===== config.mk =====
export PLATFORM = sky130hd
export DESIGN_NAME = idli_enc_ser_m
export DESIGN_NICKNAME = d
export VERILOG_FILES = /design/src/rtl/idli_pkg.sv /design/src/rtl/idli_ser_fifo_m.sv /design/src/rtl/idli_enc_ser_m.sv
export SDC_FILE = /design/constraint.sdc
export NUM_CORES = 1
export LEC_CHECK = 0
export CELL_PAD_IN_SITES_DETAIL_PLACEMENT = 1
export CELL_PAD_IN_SITES_GLOBAL_PLACEMENT = 1
export CORE_MARGIN = 10
export CORE_UTILIZATION = 35
export DETAILED_ROUTE_END_ITERATION = 12
export GPL_ROUTABILITY_DRIVEN = 0
export PLACE_DENSITY = 0.74
export RECOVER_POWER = 100
export SKIP_LAST_GASP = 1
export SYNTH_ARGS = -nofsm -noshare
export SYNTH_HDL_FRONTEND = slang
export SYNTH_SLANG_ARGS = --single-unit

===== constraint.sdc =====
create_clock -name i_ser_gck -period 2.1 [get_ports i_ser_gck]
set_clock_uncertainty 0.1 [all_clocks]
set_input_delay 0.42 -clock i_ser_gck [delete_from_list [all_inputs] [get_ports i_ser_gck]]
set_output_delay 0.42 -clock i_ser_gck [all_outputs]
set_load 0.01 [all_outputs]

===== src/rtl/idli_pkg.sv =====
// Shared types and constants for the instruction-word nibble serialiser.
package idli_pkg;

    localparam int unsigned SER_DEPTH = 2;
    localparam int unsigned WORD_W    = 16;

    typedef logic [3:0] idli_nib_t;
    typedef logic [1:0] idli_idx_t;

    typedef enum logic {
        ST_IDLE = 1'b0,
        ST_EMIT = 1'b1
    } idli_ser_st_t;

    // Nibble 0 is the most significant nibble: the decoder needs the class field first.
    function automatic idli_nib_t get_nibble(input logic [WORD_W-1:0] word, input idli_idx_t idx);
        idli_nib_t nib;
        case (idx)
            2'd0:    nib = word[15:12];
            2'd1:    nib = word[11:8];
            2'd2:    nib = word[7:4];
            2'd3:    nib = word[3:0];
            default: nib = word[3:0];
        endcase
        return nib;
    endfunction

endpackage


===== src/rtl/idli_ser_fifo_m.sv =====
// Two-entry in-order word buffer; exposes both the head and the entry behind it
// so the emitter can start the next word on the same edge the head pops.
module idli_ser_fifo_m
    import idli_pkg::*;
(
    input  logic              clk_i,
    input  logic              rst_n_i,
    input  logic              push_i,
    input  logic [WORD_W-1:0] push_data_i,
    input  logic              pop_i,
    input  logic              flush_i,
    output logic [1:0]        count_o,
    output logic [WORD_W-1:0] head_o,
    output logic [WORD_W-1:0] next_o
);

    logic [WORD_W-1:0] mem_q [2];
    logic              rd_ptr_q;
    logic              rd_ptr_d;
    logic              wr_ptr_q;
    logic              wr_ptr_d;
    logic [1:0]        count_q;
    logic [1:0]        count_d;

    // Pointer and occupancy next-state; flush wins over push and pop.
    always_comb begin
        rd_ptr_d = rd_ptr_q;
        wr_ptr_d = wr_ptr_q;
        count_d  = count_q;
        if (flush_i) begin
            rd_ptr_d = 1'b0;
            wr_ptr_d = 1'b0;
            count_d  = 2'd0;
        end else begin
            rd_ptr_d = pop_i  ? ~rd_ptr_q : rd_ptr_q;
            wr_ptr_d = push_i ? ~wr_ptr_q : wr_ptr_q;
            count_d  = count_q + {1'b0, push_i} - {1'b0, pop_i};
        end
    end

    // Pointer and occupancy registers.
    always_ff @(posedge clk_i or negedge rst_n_i) begin
        if (!rst_n_i) begin
            rd_ptr_q <= 1'b0;
            wr_ptr_q <= 1'b0;
            count_q  <= 2'd0;
        end else begin
            rd_ptr_q <= rd_ptr_d;
            wr_ptr_q <= wr_ptr_d;
            count_q  <= count_d;
        end
    end

    // Word storage is deliberately left out of reset.
    always_ff @(posedge clk_i) begin
        if (push_i && !flush_i) begin
            mem_q[wr_ptr_q] <= push_data_i;
        end
    end

    assign count_o = count_q;
    assign head_o  = mem_q[rd_ptr_q];
    assign next_o  = mem_q[~rd_ptr_q];

endmodule


===== src/rtl/idli_enc_ser_m.sv =====
// Serialises buffered 16-bit instruction words into MSB-first nibbles for the decoder,
// with stall hold, flush discard and a one-cycle bypass into an empty block.
module idli_enc_ser_m
    import idli_pkg::*;
#(
    parameter int unsigned SER_DEPTH = idli_pkg::SER_DEPTH
) (
    input  logic              i_ser_gck,
    input  logic              i_ser_rst_n,
    input  logic [WORD_W-1:0] i_ser_word,
    input  logic              i_ser_word_vld,
    output logic              o_ser_word_rdy,
    input  logic              i_ser_stall,
    input  logic              i_ser_flush,
    output logic [3:0]        o_ser_enc,
    output logic              o_ser_enc_vld,
    output logic              o_ser_last,
    output logic              o_ser_busy
);

    idli_ser_st_t      state_q;
    idli_idx_t         idx_q;
    idli_nib_t         enc_q;
    logic              vld_q;
    logic              last_q;

    logic              push_s;
    logic              pop_s;
    logic [1:0]        count_s;
    logic [WORD_W-1:0] head_s;
    logic [WORD_W-1:0] next_s;
    logic              avail_s;
    logic [WORD_W-1:0] src_word_s;
    idli_idx_t         nib_idx_s;

    assign o_ser_word_rdy = (count_s < 2'(SER_DEPTH));
    assign push_s         = i_ser_word_vld & o_ser_word_rdy & ~i_ser_flush;
    // The head pops on the edge after its nibble 3 is shown, independent of stall.
    assign pop_s          = last_q & ~i_ser_flush;

    idli_ser_fifo_m u_fifo (
        .clk_i       (i_ser_gck),
        .rst_n_i     (i_ser_rst_n),
        .push_i      (push_s),
        .push_data_i (i_ser_word),
        .pop_i       (pop_s),
        .flush_i     (i_ser_flush),
        .count_o     (count_s),
        .head_o      (head_s),
        .next_o      (next_s)
    );

    // Pick the word and nibble index to present at this edge; a word that
    // is popping hands over to the entry behind it, or to the bypass input.
    always_comb begin
        avail_s    = 1'b0;
        src_word_s = head_s;
        nib_idx_s  = idx_q;
        if (pop_s) begin
            nib_idx_s = 2'd0;
            if (count_s == 2'd2) begin
                avail_s    = 1'b1;
                src_word_s = next_s;
            end else if (push_s) begin
                avail_s    = 1'b1;
                src_word_s = i_ser_word;
            end else begin
                avail_s    = 1'b0;
                src_word_s = head_s;
            end
        end else begin
            nib_idx_s = idx_q;
            if (count_s != 2'd0) begin
                avail_s    = 1'b1;
                src_word_s = head_s;
            end else if (push_s) begin
                avail_s    = 1'b1;
                src_word_s = i_ser_word;
            end else begin
                avail_s    = 1'b0;
                src_word_s = head_s;
            end
        end
    end

    // Emitter FSM with registered nibble outputs; o_ser_enc holds while invalid.
    always_ff @(posedge i_ser_gck or negedge i_ser_rst_n) begin
        if (!i_ser_rst_n) begin
            state_q <= ST_IDLE;
            idx_q   <= 2'd0;
            enc_q   <= 4'd0;
            vld_q   <= 1'b0;
            last_q  <= 1'b0;
        end else if (i_ser_flush || !avail_s) begin
            state_q <= ST_IDLE;
            idx_q   <= 2'd0;
            vld_q   <= 1'b0;
            last_q  <= 1'b0;
        end else if (i_ser_stall) begin
            state_q <= ST_EMIT;
            idx_q   <= nib_idx_s;
            vld_q   <= 1'b0;
            last_q  <= 1'b0;
        end else begin
            state_q <= ST_EMIT;
            idx_q   <= nib_idx_s + 2'd1;
            enc_q   <= get_nibble(src_word_s, nib_idx_s);
            vld_q   <= 1'b1;
            last_q  <= (nib_idx_s == 2'd3);
        end
    end

    assign o_ser_enc     = enc_q;
    assign o_ser_enc_vld = vld_q;
    assign o_ser_last    = last_q;
    assign o_ser_busy    = (count_s != 2'd0) | (state_q == ST_EMIT);

endmodule


* Yosys cells after proc, flatten, opt, wreduce, memory -nomap -nowiden
Memory sizes are Yosys's and may differ from the RTL's.
Cells that the tools add are included.
** Word-level totals
- Register bits :: 13
- Memory bits (writable) :: 32
- Bits of input ports :: 21
- Output and inout port bits :: 8
- Word-level logic and storage cells :: 59
- Memories kept :: 1
** Operators by class
- $add $sub $neg :: 3
- $lt $le $gt $ge :: 1
- Eq/ne operators :: 4
- Multiplexer cells :: 24
- Bitwise logic cells :: 9
- Reductions and logical operators :: 9
** Memory list
- u_fifo.mem_q :: depth 2, width 16, rd ports 2, clocked after Yosys merged registers in 0, write ports 1, line idli_ser_fifo_m.sv:17 : logic [WORD_W-1:0] mem_q [2];
** Operators with widths (count)
- $mux W16 :: 4
- $pmux W4 S4 :: 1
- $mux W1 :: 15
- $mux W2 :: 4
- $eq A2 B2 Y1 const B :: 3
- $reduce_bool A2 Y1 :: 3
- $not A1 Y1 :: 5
- $and A1 B1 Y1 :: 3
- $add A2 B1 Y2 :: 1
- $add A2 B1 Y2 const B :: 1
- $eq A2 B1 Y1 const B :: 1
- $logic_not A1 Y1 :: 2
- $logic_not A2 Y1 :: 1
- $lt A2 B2 Y1 const B :: 1
- $reduce_and A2 Y1 :: 1
- $sub A2 B1 Y2 :: 1
- $logic_and A1 B1 Y1 :: 1
- $logic_or A1 B1 Y1 :: 1
- $or A1 B1 Y1 :: 1

* Logic depth before layout (Yosys ltp)
- Depth in word-level cells :: 10
- Gate-level depth with buffers :: 11

* By module
A second synthesis with hierarchy kept.
** Second synthesis, totals
- Cells, all modules :: 182
- Area total of the unflattened synthesis :: 2547.4 sq um
** By module, submodules not included
- idli_ser_fifo_m :: times used 1, cells each 85, area each 1707.9 sq um, sequential area each 1061.0 sq um
- idli_enc_ser_m :: times used 1, cells each 97, area each 839.6 sq um, sequential area each 225.2 sq um

* Worst setup path before layout
OpenSTA, ideal clock, no wires.
- Path kind :: in2reg
- Start :: input i_ser_flush
- End :: register enc_q[0], in the netlist o_ser_enc[0]
- Setup time :: 0.123 ns
- Arrival time :: 2.057 ns
- Required time :: 1.877 ns
- Path slack :: -0.180 ns
- Stages :: 9
- Buffers on the path :: 3
- Cell sequence :: buf_6 > nand2b_1 > buf_2 > buf_1 > nand2_1 > ha_1 > a311oi_2 > nand4b_1 > o221a_1
** Between the ends
- Word-level cells in the longest chain between the ends :: 9
- Elaborated cells between the ends (all ways) :: 21
** RTL lines
- start, declared :: line idli_enc_ser_m.sv:14 : input logic i_ser_flush,
- $not A1 Y1 :: line idli_enc_ser_m.sv:37, idli_enc_ser_m.sv:39
- $and A1 B1 Y1 :: line idli_enc_ser_m.sv:37 : assign push_s = i_ser_word_vld & o_ser_word_rdy & ~i_ser_flush;
- $mux W1 :: line idli_enc_ser_m.sv:64, idli_enc_ser_m.sv:76
- $mux W1, on equally long branches :: line idli_enc_ser_m.sv:73, idli_enc_ser_m.sv:61
- $mux W1 :: line idli_enc_ser_m.sv:59 : if (pop_s) begin
- $logic_not A1 Y1 :: line idli_enc_ser_m.sv:94 : end else if (i_ser_flush || !avail_s) begin
- $logic_or A1 B1 Y1 :: line idli_enc_ser_m.sv:94
- $not A1 Y1 (no line)
- $reduce_and A2 Y1 (no line)
- end signal, assigned :: line idli_enc_ser_m.sv:107 : enc_q <= get_nibble(src_word_s, nib_idx_s);
- end, declared :: line idli_enc_ser_m.sv:23 : idli_nib_t enc_q;
Several ways; a longest one is shown, not always the timed one.
A chain may end at the register's enable or synchronous reset.

* Final worst setup path
- Start :: register u_fifo.count_q[0], in the netlist u_fifo.count_o[0]
- End :: register enc_q[0], in the netlist o_ser_enc[0]
** Between the ends
- Word-level cells in the longest chain between the ends :: 10
- Elaborated cells between the ends (all ways) :: 18
** RTL lines
- start, declared :: line idli_ser_fifo_m.sv:22 : logic [1:0] count_q;
- start signal, assigned :: line idli_ser_fifo_m.sv:50 : count_q <= count_d;
- $lt A2 B2 Y1 :: line idli_enc_ser_m.sv:36 : assign o_ser_word_rdy = (count_s < 2'(SER_DEPTH));
- $and A1 B1 Y1 (2 in a row) :: line idli_enc_ser_m.sv:37
- $mux W1 :: line idli_enc_ser_m.sv:64, idli_enc_ser_m.sv:76
- $mux W1, on equally long branches :: line idli_enc_ser_m.sv:73, idli_enc_ser_m.sv:61
- $mux W1 :: line idli_enc_ser_m.sv:59
- $logic_not A1 Y1 :: line idli_enc_ser_m.sv:94
- $logic_or A1 B1 Y1 :: line idli_enc_ser_m.sv:94
- $not A1 Y1 (no line)
- $reduce_and A2 Y1 (no line)
Several ways; a longest one is shown, not always the timed one.

==> load_flow_metrics.sql <==
INSERT INTO impl_metrics (metric_group, metric, value, unit) VALUES
('power', 'power_frac_comb', '0.217', ''),
('power', 'p_leak', '1.32', 'nW'),
('cts', 'cts.sink_count', '45', ''),
('detailed_routing', 'post_drt_via_cell_ratio', '5.73', ''),
('logic_synthesis', 'most_area_consuming_cells_after_synthesis', 'sky130_fd_sc_hd__edfxtp_1 (35%), sky130_fd_sc_hd__dfrtp_1 (12%), sky130_fd_sc_hd__mux2i_1 (5.9%)', ''),
('layout', 'num-fill-cells', '877', ''),
('sta', 'fin_crit', '2120', 'ps'),
('place', 'pre_cts_slack', '-563', 'ps'),
('detailed_routing', 'drt_pre_antenna_iters', '4', ''),
('cts', 'cts.clk_slew.worst_paths', '90', 'ps'),
('sta', 'max_slew.worst_pin.slew', '823', 'ps'),
('place', 'numPortBuffers', '28', ''),
('worst_hold_path', 'hold_class', 'register to register', ''),
('sta', 'timing_max_transition_violations_final', '0', ''),
('layout', 'total_number_of_nets_in_the_final_design', '356', ''),
('sta', 'setup_slack', '-18.9', 'ps'),
('detailed_routing', 'postRouteWirelength', '8460', 'um'),
('detailed_routing', 'drcViolationCount', '0', ''),
('floorplanning', 'die_area', '0.0117', 'mm^2'),
('detailed_routing', 'wire_per_inst', '19.6', 'um'),
('floorplanning', 'die-width', '108', 'um'),
('floorplanning', 'start_util', '0.357', ''),
('detailed_routing', 'dr.first_iter.drc_count', '102', ''),
('worst_setup_path', 'crit_required', '2200', 'ps'),
('outcome', 'failed_checks', 'setup timing', ''),
('global_route', 'gr-usage-all-layers', '0.145', ''),
('logic_synthesis', 'synth-seq-area-share', '0.471', ''),
('logic_synthesis', 'synthDistinctLibCells', '55', ''),
('sta', 'max-slew-margin-rel', '0.451', ''),
('sta', 'timing_hold_violations_final', '0', ''),
('power', 'switching_power_as_a_share_of_total_power', '0.283', ''),
('cts', 'cts-buffers-inserted', '5', ''),
('worst_setup_path', 'crit_type', 'register to register', ''),
('cts', 'cts_tree', 'done', ''),
('power', 'power.ir.vdd_worst', '0.222', 'mV'),
('global_route', 'global_route_wire_length_before_repair', '13400', 'um'),
('sta', 'final_min_period_over_clock_period', '1.01', ''),
('logic_synthesis', 'postSynthCellCount', '262', ''),
('global_route', 'use_met1', '0.179', ''),
('worst_setup_path', 'critical_path.startpoint_type', 'register', ''),
('power', 'clock_power_share', '0.265', ''),
('logic_synthesis', 'synth.ff_latch_count', '45', ''),
('logic_synthesis', 'synth_area', '0.00273', 'mm^2'),
('sta', 'post_route_worst_hold_slack', '426', 'ps'),
('power', 'power.switching', '0.576', 'mW'),
('sta', 'final-setup-viol-count', '2', ''),
('job', 'max_cap_violations', '0', ''),
('global_route', 'antenna_found_initial', '0', ''),
('logic_synthesis', 'ys.warnings.count', '0', ''),
('power', 'seq_power_share', '0.518', ''),
('global_route', 'grt_util_met3', '0.0333', ''),
('cts', 'clock_path_buffers', '2', ''),
('global_route', 'grt.busiest_layer', 'met2', ''),
('global_route', 'overflow', '0', ''),
('sta', 'timing.fmax', '0.472', 'GHz'),
('layout', 'drive_gt1_frac', '0.230', ''),
('logic_synthesis', 'synth_top_flop_cell', 'sky130_fd_sc_hd__edfxtp_1', ''),
('worst_setup_path', 'timing.critical_path.to_type', 'register', ''),
('global_route', 'first_global_vias', '2577', ''),
('worst_setup_path', 'crit_arrival', '2220', 'ps'),
('layout', 'regArea', '0.00129', 'mm^2'),
('logic_synthesis', 'postSynthAreaPerCell', '10.4', 'um^2'),
('detailed_routing', 'routed-via-count', '2474', ''),
('floorplanning', 'row_count', '32', ''),
('floorplanning', 'placeableCoreArea', '0.00765', 'mm^2'),
('sta', 'rsz0062_at_grt', 'true', ''),
('cts', 'clockRootBuffer', 'sky130_fd_sc_hd__clkbuf_8', ''),
('worst_setup_path', 'path_max_fanout', '7', ''),
('outcome', 'status', 'finished, violations left', ''),
('layout', 'multi_input_area', '0.00135', 'mm^2'),
('layout', 'areaGrowthSynthToFinish', '29.6', '%');
-- cell usage in the layout (no fill, tap or decap), types with 3 or more instances in the layout --
master / synthesis / final
sky130_fd_sc_hd__o21ai_0: 8 / 8
sky130_fd_sc_hd__dfrtp_1: 13 / 13
sky130_fd_sc_hd__clkbuf_1: 6 / 7
sky130_fd_sc_hd__o2111ai_1: 5 / 4
sky130_fd_sc_hd__a21oi_1: 22 / 21
sky130_fd_sc_hd__nor2_1: 18 / 18
sky130_fd_sc_hd__nand2b_1: 4 / 3
sky130_fd_sc_hd__xnor2_1: 5 / 5
sky130_fd_sc_hd__inv_1: 7 / 7
sky130_fd_sc_hd__buf_4: 0 / 39
sky130_fd_sc_hd__nor3_1: 6 / 6
sky130_fd_sc_hd__ha_1: 6 / 4
sky130_fd_sc_hd__nand3_1: 5 / 5
sky130_fd_sc_hd__o221ai_1: 13 / 13
sky130_fd_sc_hd__a31oi_1: 5 / 5
sky130_fd_sc_hd__o211ai_1: 10 / 10
sky130_fd_sc_hd__edfxtp_1: 32 / 32
sky130_fd_sc_hd__nand2_1: 19 / 18
sky130_fd_sc_hd__mux2i_1: 16 / 16
sky130_fd_sc_hd__dlygate4sd3_1: 0 / 22
sky130_fd_sc_hd__clkbuf_8: 0 / 5
-- logic make-up after synthesis --
| kind of cell | count (synthesis) | synth area share |
|---|---|---|
| AO/OA/AOI/OAI | 85 | 0.223 |
| AND/OR/NAND/NOR | 72 | 0.132 |
| flip-flops | 45 | 0.471 |
| buffers and inverters | 30 | 0.0586 |
| multiplexers | 19 | 0.0723 |
| adder cells (fa/ha/maj) | 6 | 0.0275 |
| XOR/XNOR | 5 | 0.0160 |
-- power groups by stage --
stage / clock [mW] / sequential (mW) / combinational, mW
detailed placement: 0 / 1.08 / 0.443
CTS: 0.546 / 1.06 / 0.458
floorplan: 0 / 1.07 / 0.208
global placement: 0 / 1.07 / 0.432
global route: 0.591 / 1.06 / 0.483
finish: 0.540 / 1.06 / 0.442
-- path summary, 6_finish.rpt --
| check | from | to | cells past startpoint |
|---|---|---|---|
| setup / recovery | u_fifo.count_o[0] | o_ser_enc[0] | 7 |
| hold / removal | o_ser_enc[1] | o_ser_enc[1] | 2 |
| setup reg to reg | u_fifo.count_o[0] | o_ser_enc[0] | 7 |
| hold reg to reg | o_ser_enc[1] | o_ser_enc[1] | 2 |
| max in group asynchronous | i_ser_rst_n | idx_q[0] | 2 |
| min in group asynchronous | i_ser_rst_n | o_ser_enc[1] | 2 |
-- per-stage QoR --
step / cells / area (um^2) / total power, mW
2_1_floorplan: 262 / 2750 / 1.28
3_3_place_gp: 419 / 3390 / 1.50
3_5_place_dp: 419 / 3390 / 1.52
4_1_cts: 431 / 3530 / 2.06
5_1_grt: 432 / 3540 / 2.13
6_report: 432 / 3540 / 2.04
-- sequential cells by signal, summed over array words and instances (netlist names) --
register,flops
u_fifo.rd_ptr_q,1
u_fifo.count_o,2
state_q,1
idx_q,2
o_ser_last,1
o_ser_enc_vld,1
u_fifo.mem_q,32
u_fifo.wr_ptr_q,1
o_ser_enc,4
-- layout make-up --
class,count,share of cell area
clock buffer,6,0.0205
clock inverter,2,0.00283
inverter,10,0.0106
multi-input combinational,187,0.381
sequential,45,0.363
tap,102,0.0360
timing repair buffer,80,0.186
-- repair_timing --
action | in CTS | in global routing
pin swaps | 5 | 7
buffers inserted | 4 | 1
setup endpoints to repair | 22 | 6
resized for setup | 10 | 11
hold endpoints to repair | 0 | 0
hold buffers | 0 | 0
-- worst max-delay path, stage by stage, from the launching register on --
cell                       delay, ps
sky130_fd_sc_hd__dfrtp_1         410
sky130_fd_sc_hd__or4b_4          580
sky130_fd_sc_hd__buf_8           160
sky130_fd_sc_hd__nor2_2           70
sky130_fd_sc_hd__a21oi_1          50
sky130_fd_sc_hd__a311oi_2        230
sky130_fd_sc_hd__nand4b_1        160
sky130_fd_sc_hd__o221a_1         250
-- routing by layer --
metal | part of all wire | up-vias
met5 | 0 | -
met4 | 0.027 | 0
met3 | 0.044 | 18
met2 | 0.49 | 59
met1 | 0.44 | 1245
li1 | - | 1152
Note: power is estimated with default switching activity, not from simulation.
